File: src/rtl/sa_pkg.sv
// Shared constants, FSM state type and row-unpack helper for the systolic-array result drain.
package sa_pkg;

  localparam int N        = 8;
  localparam int DATA_W   = 16;
  localparam int ROW_W    = $clog2(N);
  localparam int ROW_BITS = N * DATA_W;
  localparam int ARR_BITS = N * N * DATA_W;

  typedef enum logic [1:0] {
    ST_IDLE,
    ST_WAIT,
    ST_SEND
  } drain_state_t;

  // Row r of the flattened array: Y_rc lives at bits [(r*N+c)*DATA_W +: DATA_W].
  function automatic logic [ROW_BITS-1:0] get_row(input logic [ARR_BITS-1:0] y,
                                                  input logic [ROW_W-1:0]    r);
    return y[int'(r)*ROW_BITS +: ROW_BITS];
  endfunction

endpackage

File: src/rtl/sa_row_mux.sv
// Selects one row of the captured snapshot for the output stream; all outputs read 0 when
// no row is being offered.
module sa_row_mux
  import sa_pkg::*;
(
  input  logic [ARR_BITS-1:0] i_snap,
  input  logic [ROW_W-1:0]    i_row,
  input  logic                i_valid,
  output logic [ROW_BITS-1:0] o_data,
  output logic [ROW_W-1:0]    o_row,
  output logic                o_last
);

  always_comb begin
    o_data = '0;
    o_row  = '0;
    o_last = 1'b0;
    if (i_valid) begin
      o_data = get_row(i_snap, i_row);
      o_row  = i_row;
      o_last = (i_row == ROW_W'(N - 1));
    end
  end

endmodule

File: src/rtl/sa_result_drain.sv
// Waits a fixed settle time after a matmul START, snapshots the whole result array, then
// streams it out one row per valid/ready beat so the array can be reloaded meanwhile.
module sa_result_drain
  import sa_pkg::*;
#(
  parameter int SETTLE_CYCLES = 22,
  parameter bit RELU_EN       = 1'b0
) (
  input  logic                i_clk,
  input  logic                i_rst_n,
  input  logic                i_start,
  input  logic [ARR_BITS-1:0] i_y_in,
  output logic                o_out_valid,
  input  logic                i_out_ready,
  output logic [ROW_BITS-1:0] o_out_data,
  output logic [ROW_W-1:0]    o_out_row,
  output logic                o_out_last,
  output logic                o_busy,
  output logic                o_done,
  output logic                o_err_ovr
);

  drain_state_t        r_state;
  logic [7:0]          r_cnt;
  logic [ROW_W-1:0]    r_row;
  logic [ARR_BITS-1:0] r_snap;
  logic                r_done;
  logic                r_err;

  drain_state_t        w_next_state;
  logic [7:0]          w_next_cnt;
  logic [ROW_W-1:0]    w_next_row;
  logic                w_next_done;
  logic                w_capture;
  logic                w_busy;
  logic                w_valid;
  logic [ARR_BITS-1:0] w_snap_in;

  assign w_busy  = (r_state != ST_IDLE);
  assign w_valid = (r_state == ST_SEND);

  // Optional ReLU at capture: any word whose sign bit is set is stored as zero.
  always_comb begin
    w_snap_in = i_y_in;
    if (RELU_EN) begin
      for (int i = 0; i < N * N; i++) begin
        if (i_y_in[i*DATA_W + DATA_W - 1]) begin
          w_snap_in[i*DATA_W +: DATA_W] = '0;
        end
      end
    end
  end

  always_comb begin
    w_next_state = r_state;
    w_next_cnt   = r_cnt;
    w_next_row   = r_row;
    w_next_done  = 1'b0;
    w_capture    = 1'b0;
    unique case (r_state)
      ST_IDLE: begin
        if (i_start) begin
          w_next_state = ST_WAIT;
          w_next_cnt   = 8'(SETTLE_CYCLES - 1);
        end
      end
      ST_WAIT: begin
        if (r_cnt == 8'd0) begin
          w_next_state = ST_SEND;
          w_next_row   = '0;
          w_capture    = 1'b1;
        end else begin
          w_next_cnt = r_cnt - 8'd1;
        end
      end
      ST_SEND: begin
        if (i_out_ready) begin
          if (r_row == ROW_W'(N - 1)) begin
            w_next_state = ST_IDLE;
            w_next_row   = '0;
            w_next_done  = 1'b1;
          end else begin
            w_next_row = r_row + 1'b1;
          end
        end
      end
      default: begin
        w_next_state = ST_IDLE;
      end
    endcase
  end

  // A START seen while busy never disturbs the running drain; it only latches the overrun flag.
  always_ff @(posedge i_clk or negedge i_rst_n) begin
    if (!i_rst_n) begin
      r_state <= ST_IDLE;
      r_cnt   <= '0;
      r_row   <= '0;
      r_snap  <= '0;
      r_done  <= 1'b0;
      r_err   <= 1'b0;
    end else begin
      r_state <= w_next_state;
      r_cnt   <= w_next_cnt;
      r_row   <= w_next_row;
      r_done  <= w_next_done;
      if (w_capture) begin
        r_snap <= w_snap_in;
      end
      if (i_start && w_busy) begin
        r_err <= 1'b1;
      end
    end
  end

  sa_row_mux u_row_mux (
    .i_snap  (r_snap),
    .i_row   (r_row),
    .i_valid (w_valid),
    .o_data  (o_out_data),
    .o_row   (o_out_row),
    .o_last  (o_out_last)
  );

  assign o_out_valid = w_valid;
  assign o_busy      = w_busy;
  assign o_done      = r_done;
  assign o_err_ovr   = r_err;

endmodule

File: config.mk
export PLATFORM = sky130hd
export DESIGN_NAME = sa_result_drain
export DESIGN_NICKNAME = d
export VERILOG_FILES = /design/src/rtl/sa_pkg.sv /design/src/rtl/sa_row_mux.sv /design/src/rtl/sa_result_drain.sv
export SDC_FILE = /design/constraint.sdc
export NUM_CORES = 1
export LEC_CHECK = 0
export ABC_AREA = 1
export BUFFER_PORTS_ARGS = -buffer_cell sky130_fd_sc_hd__buf_2
export CAP_MARGIN = 0
export CORE_AREA = 2 2 457 459
export CTS_BUF_LIST = sky130_fd_sc_hd__clkbuf_2
export DETAILED_ROUTE_END_ITERATION = 16
export DIE_AREA = 0 0 459 461
export PLACE_DENSITY = 0.39
export SLEW_MARGIN = 20
export SYNTH_ARGS = -nofsm -noshare
export SYNTH_HDL_FRONTEND = slang
export SYNTH_SLANG_ARGS = --single-unit
File: constraint.sdc
create_clock -name i_clk -period 2.1 [get_ports i_clk]
set_input_delay 0.42 -clock i_clk [delete_from_list [all_inputs] [get_ports i_clk]]
set_output_delay 0.42 -clock i_clk [all_outputs]
set_load 0.01 [all_outputs]
==> summary.md, run 1 <==
| Metric | Value |
|---|---|
| CTS max path bufs | `4` |
| Hpwl dp | `177,000 um` |
| CTS Sinks | `1,039` |
| Cell taking the most area after synthesis | `dfrtp_1` |
| Setup Buffers After CTS | `between 50 and 60` |
| Synth warn | `0` |
| Mapped Avg Cell Area | `7.54 um^2` |
| Status | `did not finish` |
| Number of synthesized flops with an enable pin | `0` |
| Top cell type's share of synthesized area | `54.7%` |
| Seq/Total Area, Yosys | `between 50% and 60%` |
| H-Tree Level Count | `5` |
| Hold bufs inserted after CTS | `2,132` |
| Syn_nets | `7,332` |
| Top cells by area, synth | `dfrtp_1 55%, nand2_1 28%, o21ai_0 5.4%` |
| Row cnt | `roughly 170` |
| Num CTS Buffers | `between 300 and 400` |
| Starting Density | `23.0%` |
| IO Port Bufs | `about 1,200` |
| Die H | `approximately 460 um` |
| # IOs | `1,164` |
| Tool Error | `[ERROR RSZ-0060] Max buffer count reached.` |
| Dpl ws | `-0.255 ns` |
| Dpl cell area | `around 0.059 mm^2` |
| Failed at | `clock tree synthesis (4_1_cts)` |
| Placer Congestion | `0.877` |
| Post-Syn Instances | `6,300` |
| Die X | `about 460 um` |
| Clk root buf | `clkbuf_2` |
| Cell area after synthesis | `0.0475 mm^2` |
| Post-cts gate resize count | `419` |
| Netlist cell types | `24` |
| Synth Flop Type | `dfrtp_1` |
| Ys async rst share | `100%` |
| FF+latch count, synth | `1,039` |
[kinds of logic after synthesis]
logic type,share of synthesized area [%]
AOI/OAI and AO/OA,8.87
xor gates and xnor gates,0.0369
adders and majority gates,0.105
buffers and inverters,4.37
DFF,54.7
and+or+nand+nor,31.9
[synth_stat cells (2+ instances only)]
master,number
nand4_1,4
clkbuf_1,226
buf_6,13
inv_2,2
buf_1,10
o21ai_1,7
dfrtp_1,1039
o21ai_0,511
nand2_1,3485
buf_4,37
nor2_2,3
buf_2,138
ha_1,4
nor2_1,531
o22ai_1,256
inv_1,18
nand3_1,9
[through the flow]
| stage | hold slack [ns] | std cells |
|---|---|---|
| after global placement | 0.290 | 10100 |
| after detailed placement | 0.290 | 10100 |
| after floorplan | 0.124 | 6300 |
==> inputs of run 2 (changes only) <==
--- a/config.mk
+++ b/config.mk
@@ -8,11 +8,10 @@
 export ABC_AREA = 1
 export BUFFER_PORTS_ARGS = -buffer_cell sky130_fd_sc_hd__buf_2
 export CAP_MARGIN = 0
-export CORE_AREA = 2 2 457 459
-export CTS_BUF_LIST = sky130_fd_sc_hd__clkbuf_2
+export CORE_AREA = 2 2 453 455
 export DETAILED_ROUTE_END_ITERATION = 16
-export DIE_AREA = 0 0 459 461
-export PLACE_DENSITY = 0.39
+export DIE_AREA = 0 0 455 457
+export PLACE_DENSITY_LB_ADDON = 0.15
 export SLEW_MARGIN = 20
 export SYNTH_ARGS = -nofsm -noshare
 export SYNTH_HDL_FRONTEND = slang
==> run 2 against run 1 <==
The flow now finishes, with violations (setup timing). Synthesized area did not move. Synthesized cell count did not move.
==> summary.md, run 2 <==
| Metric | Value |
|---|---|
| Failing checks | `setup timing` |
| Kind of end point of the critical path | `output port` |
| FF+latch count, synth | `1,039` |
| H-Tree Level Count | `4` |
| Cell taking the most area after synthesis | `dfrtp_1` |
| 1st-pass router iterations | `6` |
| Top delay family on crit path | `buffers and inverters` |
| Vias | `52,400` |
| GR Util met3 | `under 10%` |
| Starting Density | `23.4%` |
| IO Port Bufs | `around 1,200` |
| Fin crit period | `3.01 ns` |
| Ys async rst share | `100%` |
| Final Instance Count excl. Fillers | `11,500` |
| Max-Cap Viols | `0` |
| Mapped Avg Cell Area | `7.54 um^2` |
| Top cell type's share of synthesized area | `54.7%` |
| Final Slew Violations | `0` |
| Hpwl dp | `around 170,000 um` |
| Hold Slack | `0.0620 ns` |
| Clk_lat worst skew | `between 0.7 and 0.8 ns` |
| GR Layer Usage met2 | `36.4%` |
| Cell area after synthesis | `0.0475 mm^2` |
| CTS max path bufs | `3` |
| FF/Latch Area | `0.0260 mm^2` |
| Syn_nets | `7,332` |
| Synth warn | `0` |
| Hold/Removal Path Class | `in2reg` |
| Status | `complete, but fails checks` |
| # IOs | `1,164` |
| IR drop worst, VDD | `0.000786 V` |
| Initial antenna violation count | `85` |
| Die area | `between 0.2 and 0.25 mm^2` |
| Area of the core | `0.203 mm^2` |
| Area of the multi-input gates | `0.0207 mm^2` |
| First-pass GRT wire length | `349,000 um` |
| Finish-stage setup viols | `132` |
| Gr usage total | `around 23%` |
| Leak Pwr | `roughly 0.039 uW` |
| CTS Sinks | `1,039` |
| Startpoint Class | `register` |
| Num CTS Buffers | `133` |
| Max reg flops | `1,024` |
| CP Class | `reg2out` |
| CP required | `~1.7 ns` |
| Crit path max fanout | `12` |
| Critical path's most frequent cell | `buf_12` |
| Final critical-path share of the clock period | `143%` |
| Iter 0 DRT Violations | `4,036` |
| Number of synthesized flops with an enable pin | `0` |
| Share of cells above drive strength 1 | `24.0%` |
| Top cells by area, synth | `dfrtp_1 55%, nand2_1 28%, o21ai_0 5.4%` |
| Setup TNS | `-107.95 ns` |
| Slowest Stage Delay on Critical Path | `around 0.57 ns` |
| Row cnt | `166` |
| Seq/Total Area, Yosys | `54.7%` |
| Max Freq | `~330 MHz` |
| Final ANT Viol Nets | `0` |
| Post-Syn Instances | `6,300` |
| Clk_skew | `0.0267 ns` |
| CTS tree | `yes` |
| Avg WL per Cell | `22.6 um` |
| Synth-to-layout area growth | `63.3%` |
| Slew @ Worst Pin | `between 0.7 and 0.8 ns` |
| Grt met1 use | `between 20% and 30%` |
| Netlist cell types | `24` |
| Placer Congestion | `a little under 0.9` |
| Slew margin rel. | `a little over half` |
| Largest net degree at the start of global routing | `123` |
| Final setup margin | `-0.913 ns` |
| Most common cell after layout, fill and taps aside | `nand2_1` |
| Vias per std cell | `4.57` |
| Largest Register | `r_snap` |
| Most frequent cells in the layout | `3,372 x nand2_1, 1,073 x buf_2, 1,037 x dfrtp_1` |
| Top-count cell post-synth | `nand2_1` |
| Final #Nets | `9,641` |
| Final core area utilization | `38.2%` |
| Pwr/cell area | `1280 mW/mm^2` |
| Unrepaired setup endpoints after global routing | `yes` |
| Final Power | `99,600 uW` |
| Top Usage Layer GRT | `met2` |
| Commonest cells post-synth | `3,485 x nand2_1, 1,039 x dfrtp_1, 531 x nor2_1` |
| Die X | `455 um` |
| # fillers | `20,800` |
| Vias in the first global route | `about 52,000` |
| CP max stage cell | `dfrtp_4` |
| Final Hold Vio Count | `0` |
| CP cell instances | `buf_12 -> buf_16 -> buf_12 -> o21ai_0 -> o22ai_1 -> nand2_1 -> nand2_2 -> buf_2` |
| Synth Flop Type | `dfrtp_1` |
| CP Data Arrival Time | `2.59 ns` |
| Final WL | `259,000 um` |
| Clk root buf | `clkbuf_16` |
| Die H | `around 460 um` |
| Biggest regs | `r_snap: 1024 flops, r_cnt: 8 flops, r_row: 3 flops` |
| DRC errors left | `0` |
| Clk slew on worst S/H paths | `approximately 0.050 ns` |
| GR Overflow Total | `0` |
| Worst Path Buf+Inv | `4` |
| Post-Place Cells | `10,000` |
## run 2: cell counts after synthesis
Identical to the previous run, type by type.
## run 2: repair_timing
action	in CTS	in global routing
pin swaps	22	191
cloned	10	54
hold endpoints to repair	1471	1
hold buffers	1022	1
gates resized for setup	168	576
endpoints found under the setup margin	182	853
buffers inserted	15	49
## run 2: worst paths after layout
| check | from | to | slack (ns) | cells after the start |
|---|---|---|---|---|
| min in group asynchronous | i_rst_n | r_snap[99] | 0.34 | 3 |
| max reg2reg | r_cnt[1] | r_snap[810] | 0.13 | 9 |
| max in group asynchronous | i_rst_n | r_snap[561] | 0.90 | 4 |
| max | r_row[0] | o_out_data[56] | -0.91 | 8 |
| min | i_y_in[902] | r_snap[902] | 0.06 | 3 |
| min reg2reg | o_err_ovr | o_err_ovr | 0.46 | 1 |
## run 2: worst register-to-register path, cell delays in order (launching register included)
cell and delay [ns]:
dfrtp_1 0.37, inv_1 0.09, ha_1 0.15, nand3_1 0.14
nor2_4 0.18, nand2_8 0.12, buf_12 0.21, buf_12 0.37
nand2_1 0.17, nand2_1 0.06
## run 2: area by class of cell
class | count | share of cell area, %
Clock inverter | 39 | 0.542
Multi-Input combinational cell | 4817 | 26.7
Timing Repair Buffer | 2598 | 29.4
Clock buffer | 197 | 5.10
Sequential cell | 1039 | 33.5
Inverter | 20 | 0.163
Tap cell | 2688 | 4.33
Antenna cell | 67 | 0.216
## run 2: logic make-up after synthesis
| kind of cell | count (synthesis) | share of synthesized area [%] |
|---|---|---|
| buffers and inverters | 444 | 4.37 |
| DFF | 1039 | 54.7 |
| adders and majority gates | 4 | 0.105 |
| xor gates and xnor gates | 2 | 0.0369 |
| and+or+nand+nor | 4034 | 31.9 |
| AOI/OAI and AO/OA | 777 | 8.87 |
## run 2: layer usage
metal	part of all wire (%)	vias up
met5	0.067	-
met4	5.3	26
met3	5.3	577
met2	46	1939
met1	43	25300
li1	-	24500
## run 2: power by group
group | leakage, uW | internal, uW | switching (uW)
clock network | 0.00218 | 13700 | 9560
logic | 0.0244 | 17400 | 21900
registers | 0.0122 | 30500 | 6620
total | 0.0388 | 61500 | 38100
## run 2: stage by stage
stage	cell area [um^2]	worst slack (ns)
floorplan	47500	0.131
global placement	58200	-0.395
detailed placement	58200	-0.371
CTS	73900	-1.05
global route	77600	-1.04
finish	77600	-0.913
No activity file was read; power rests on OpenSTA's default activity.
==> inputs of run 3 (changes only) <==
--- a/config.mk
+++ b/config.mk
@@ -8,9 +8,9 @@
 export ABC_AREA = 1
 export BUFFER_PORTS_ARGS = -buffer_cell sky130_fd_sc_hd__buf_2
 export CAP_MARGIN = 0
-export CORE_AREA = 2 2 453 455
+export CORE_AREA = 2 2 452 454
 export DETAILED_ROUTE_END_ITERATION = 16
-export DIE_AREA = 0 0 455 457
+export DIE_AREA = 0 0 454 456
 export PLACE_DENSITY_LB_ADDON = 0.15
 export SLEW_MARGIN = 20
 export SYNTH_ARGS = -nofsm -noshare
==> run 3 against run 2 <==
The run still ends with setup timing left. Clock skew up 0.0033 ns. Design area up 0.27%. Critical path depth up 1. Via count up 0.42%.
==> summary.md, run 3 (synthesis results as in run 2) <==
| Metric | Value |
|---|---|
| Startpoint Class | `register` |
| Slew margin rel. | `~59%` |
| Final ANT Viol Nets | `0` |
| Die H | `456 um` |
| Clk slew on worst S/H paths | `0.06 ns` |
| Synth-to-layout area growth | `63.7%` |
| Initial antenna violation count | `80` |
| Die area | `0.207 mm^2` |
| IO Port Bufs | `1,163` |
| Hold/Removal Path Class | `in2reg` |
| Finish-stage setup viols | `between 150 and 200` |
| Origin of the critical flop-to-flop path | `r_row[0]` |
| Die X | `454 um` |
| Vias in the first global route | `approximately 54,000` |
| R2R depth | `9` |
| Placer Congestion | `slightly above 0.9` |
| CTS tree | `yes` |
| Num CTS Buffers | `roughly 130` |
| IR drop worst, VDD | `~0.00069 V` |
| Clk_lat worst skew | `~0.80 ns` |
| Final #Nets | `9,678` |
| Final core area utilization | `38.6%` |
| Hold Crit Endpoint | `r_snap[635]` |
| Pwr/cell area | `1300 mW/mm^2` |
| CP required | `1.68 ns` |
| Unrepaired setup endpoints after global routing | `yes` |
| CTS max path bufs | `3` |
| Biggest regs | `r_snap: 1024 flops, r_cnt: 8 flops, r_row: 3 flops` |
| Status | `complete, but fails checks` |
| Most frequent cells in the layout | `3,413 x nand2_1, 1,107 x buf_2, 1,037 x dfrtp_1` |
| Final Hold Vio Count | `0` |
| Largest net degree at the start of global routing | `99` |
| Crit path max fanout | `8` |
| Final WL | `264,000 um` |
| First-pass GRT wire length | `approximately 370,000 um` |
| Vias per std cell | `4.58` |
| Avg WL per Cell | `23.0 um` |
| FF-to-FF setup slack | `-0.04 ns` |
| Final Slew Violations | `0` |
| GR Overflow Total | `0` |
| Design Area, Final | `0.0778 mm^2` |
| Largest Register | `r_snap` |
| Row cnt | `165` |
| Share of cells above drive strength 1 | `23.6%` |
| CTS Sinks | `approximately 1,000` |
| Max Freq | `326 MHz` |
| Most common cell after layout, fill and taps aside | `nand2_1` |
| CP Data Arrival Time | `2.65 ns` |
| Vias | `52,600` |
| Hold depth | `3` |
| Gr usage total | `24.1%` |
| Clk root buf | `clkbuf_16` |
| HP Start | `i_y_in[635]` |
| H-Tree Level Count | `4` |
| Post-Place Cells | `10,000` |
| Hpwl dp | `183,000 um` |
| Final critical-path share of the clock period | `146%` |
| Final Instance Count excl. Fillers | `roughly 11,000` |
| Failing checks | `setup timing` |
| Iter 0 DRT Violations | `4,192` |
| Clk_skew | `around 0.03 ns` |
| # IOs | `1,164` |
| Dpl cell area | `0.0588 mm^2` |
| Starting Density | `23.6%` |
| Max reg flops | `1,024` |
| Worst reg2reg endpoint | `r_row[0]` |
| Leak Pwr | `0.0391 uW` |
| Area of the core | `0.202 mm^2` |
| Final setup margin | `-0.965 ns` |
| Fin crit period | `3.07 ns` |
| 1st-pass router iterations | `6` |
| CP Class | `reg2out` |
| DRC errors left | `0` |
| Max-Cap Viols | `0` |
| Slew @ Worst Pin | `a little over 0.6 ns` |
| Kind of end point of the critical path | `output port` |
| # fillers | `20,900` |
run 3: changes by cell type in the layout (fill, tap and decap cells not counted), moves of 13 or more:
cell | previous run | this run
buf_4 | 167 | 213
o22ai_2 | 69 | 47
nand2_1 | 3372 | 3413
buf_2 | 1073 | 1107
o21ai_1 | 110 | 95
buf_12 | 113 | 126
buf_6 | 127 | 81
nand2_2 | 103 | 59
clkbuf_16 | 179 | 162
o22ai_1 | 185 | 204
run 3: how the worst max path moves through the flow:
stage	from	to	slack, ns	cells after the start
5_1_grt	r_row[0]	o_out_data[85]	-1.08	9
2_1_floorplan	r_state[0]	o_out_data[100]	0.13	7
3_5_place_dp	r_row[0]	o_out_data[0]	-0.41	9
3_3_place_gp	r_row[0]	o_out_data[66]	-0.41	8
4_1_cts	r_row[0]	o_out_data[72]	-1.01	9
6_report	r_row[0]	o_out_data[78]	-0.97	9
run 3: metrics by stage:
stage          total power [uW]  TNS [ns]  hold slack [ns]  setup slack [ns]
2_1_floorplan             54500         0            0.124             0.131
4_1_cts                   98400   -123.46           0.0646             -1.01
3_5_place_dp              68800    -17.06            0.355            -0.409
3_3_place_gp              68700    -16.61            0.350            -0.407
5_1_grt                  108000   -173.39           0.0626             -1.08
6_report                 101000   -113.40           0.0978            -0.965
run 3: final cells by class:
cell class              instances  area, um^2  share of cell area, %
multi-input cells            4817       20600                   26.5
clock inverters                52         806                   1.04
diodes                         66         165                  0.212
clock buffers                 191        3820                   4.91
well taps                    2672        3340                   4.30
inverters                      20         121                  0.156
flip-flops and latches       1039       26000                   33.4
repair inverters                2        50.0                 0.0643
repair buffers               2632       22900                   29.4
run 3: power breakdown:
part | internal (uW) | total [uW] | switching (uW)
sequential | 30500 | 37600 | 7140
clock | 14200 | 24200 | 10000
combinational | 17300 | 39100 | 21800
total | 62000 | 101000 | 39000
run 3: critical path, stage by stage (launching register included):
cell	delay [ns]
dfrtp_4	0.51
buf_12	0.18
buf_16	0.17
buf_16	0.17
clkbuf_16	0.21
nor2_4	0.12
o22ai_2	0.09
nand2_1	0.13
nand2_1	0.08
buf_2	0.15
run 3: per-layer routing:
metal  vias to the layer above  wire, um  GRT usage, %
li1                      24600         -             -
met1                     25400    111000          30.6
met2                      1911    123000          38.7
met3                       657     12700          3.57
met4                        10     16500          13.9
met5                         -        74             0
run 3: repair_timing:
item / 4_1_cts / 5_1_grt
setup buffers: 31 / 32
resized for setup: 295 / 350
endpoints found under the hold margin: 1236 / 0
hold buffers: 1026 / 0
gates cloned: 20 / 32
pin swaps: 34 / 127
setup endpoints to repair: 157 / 802
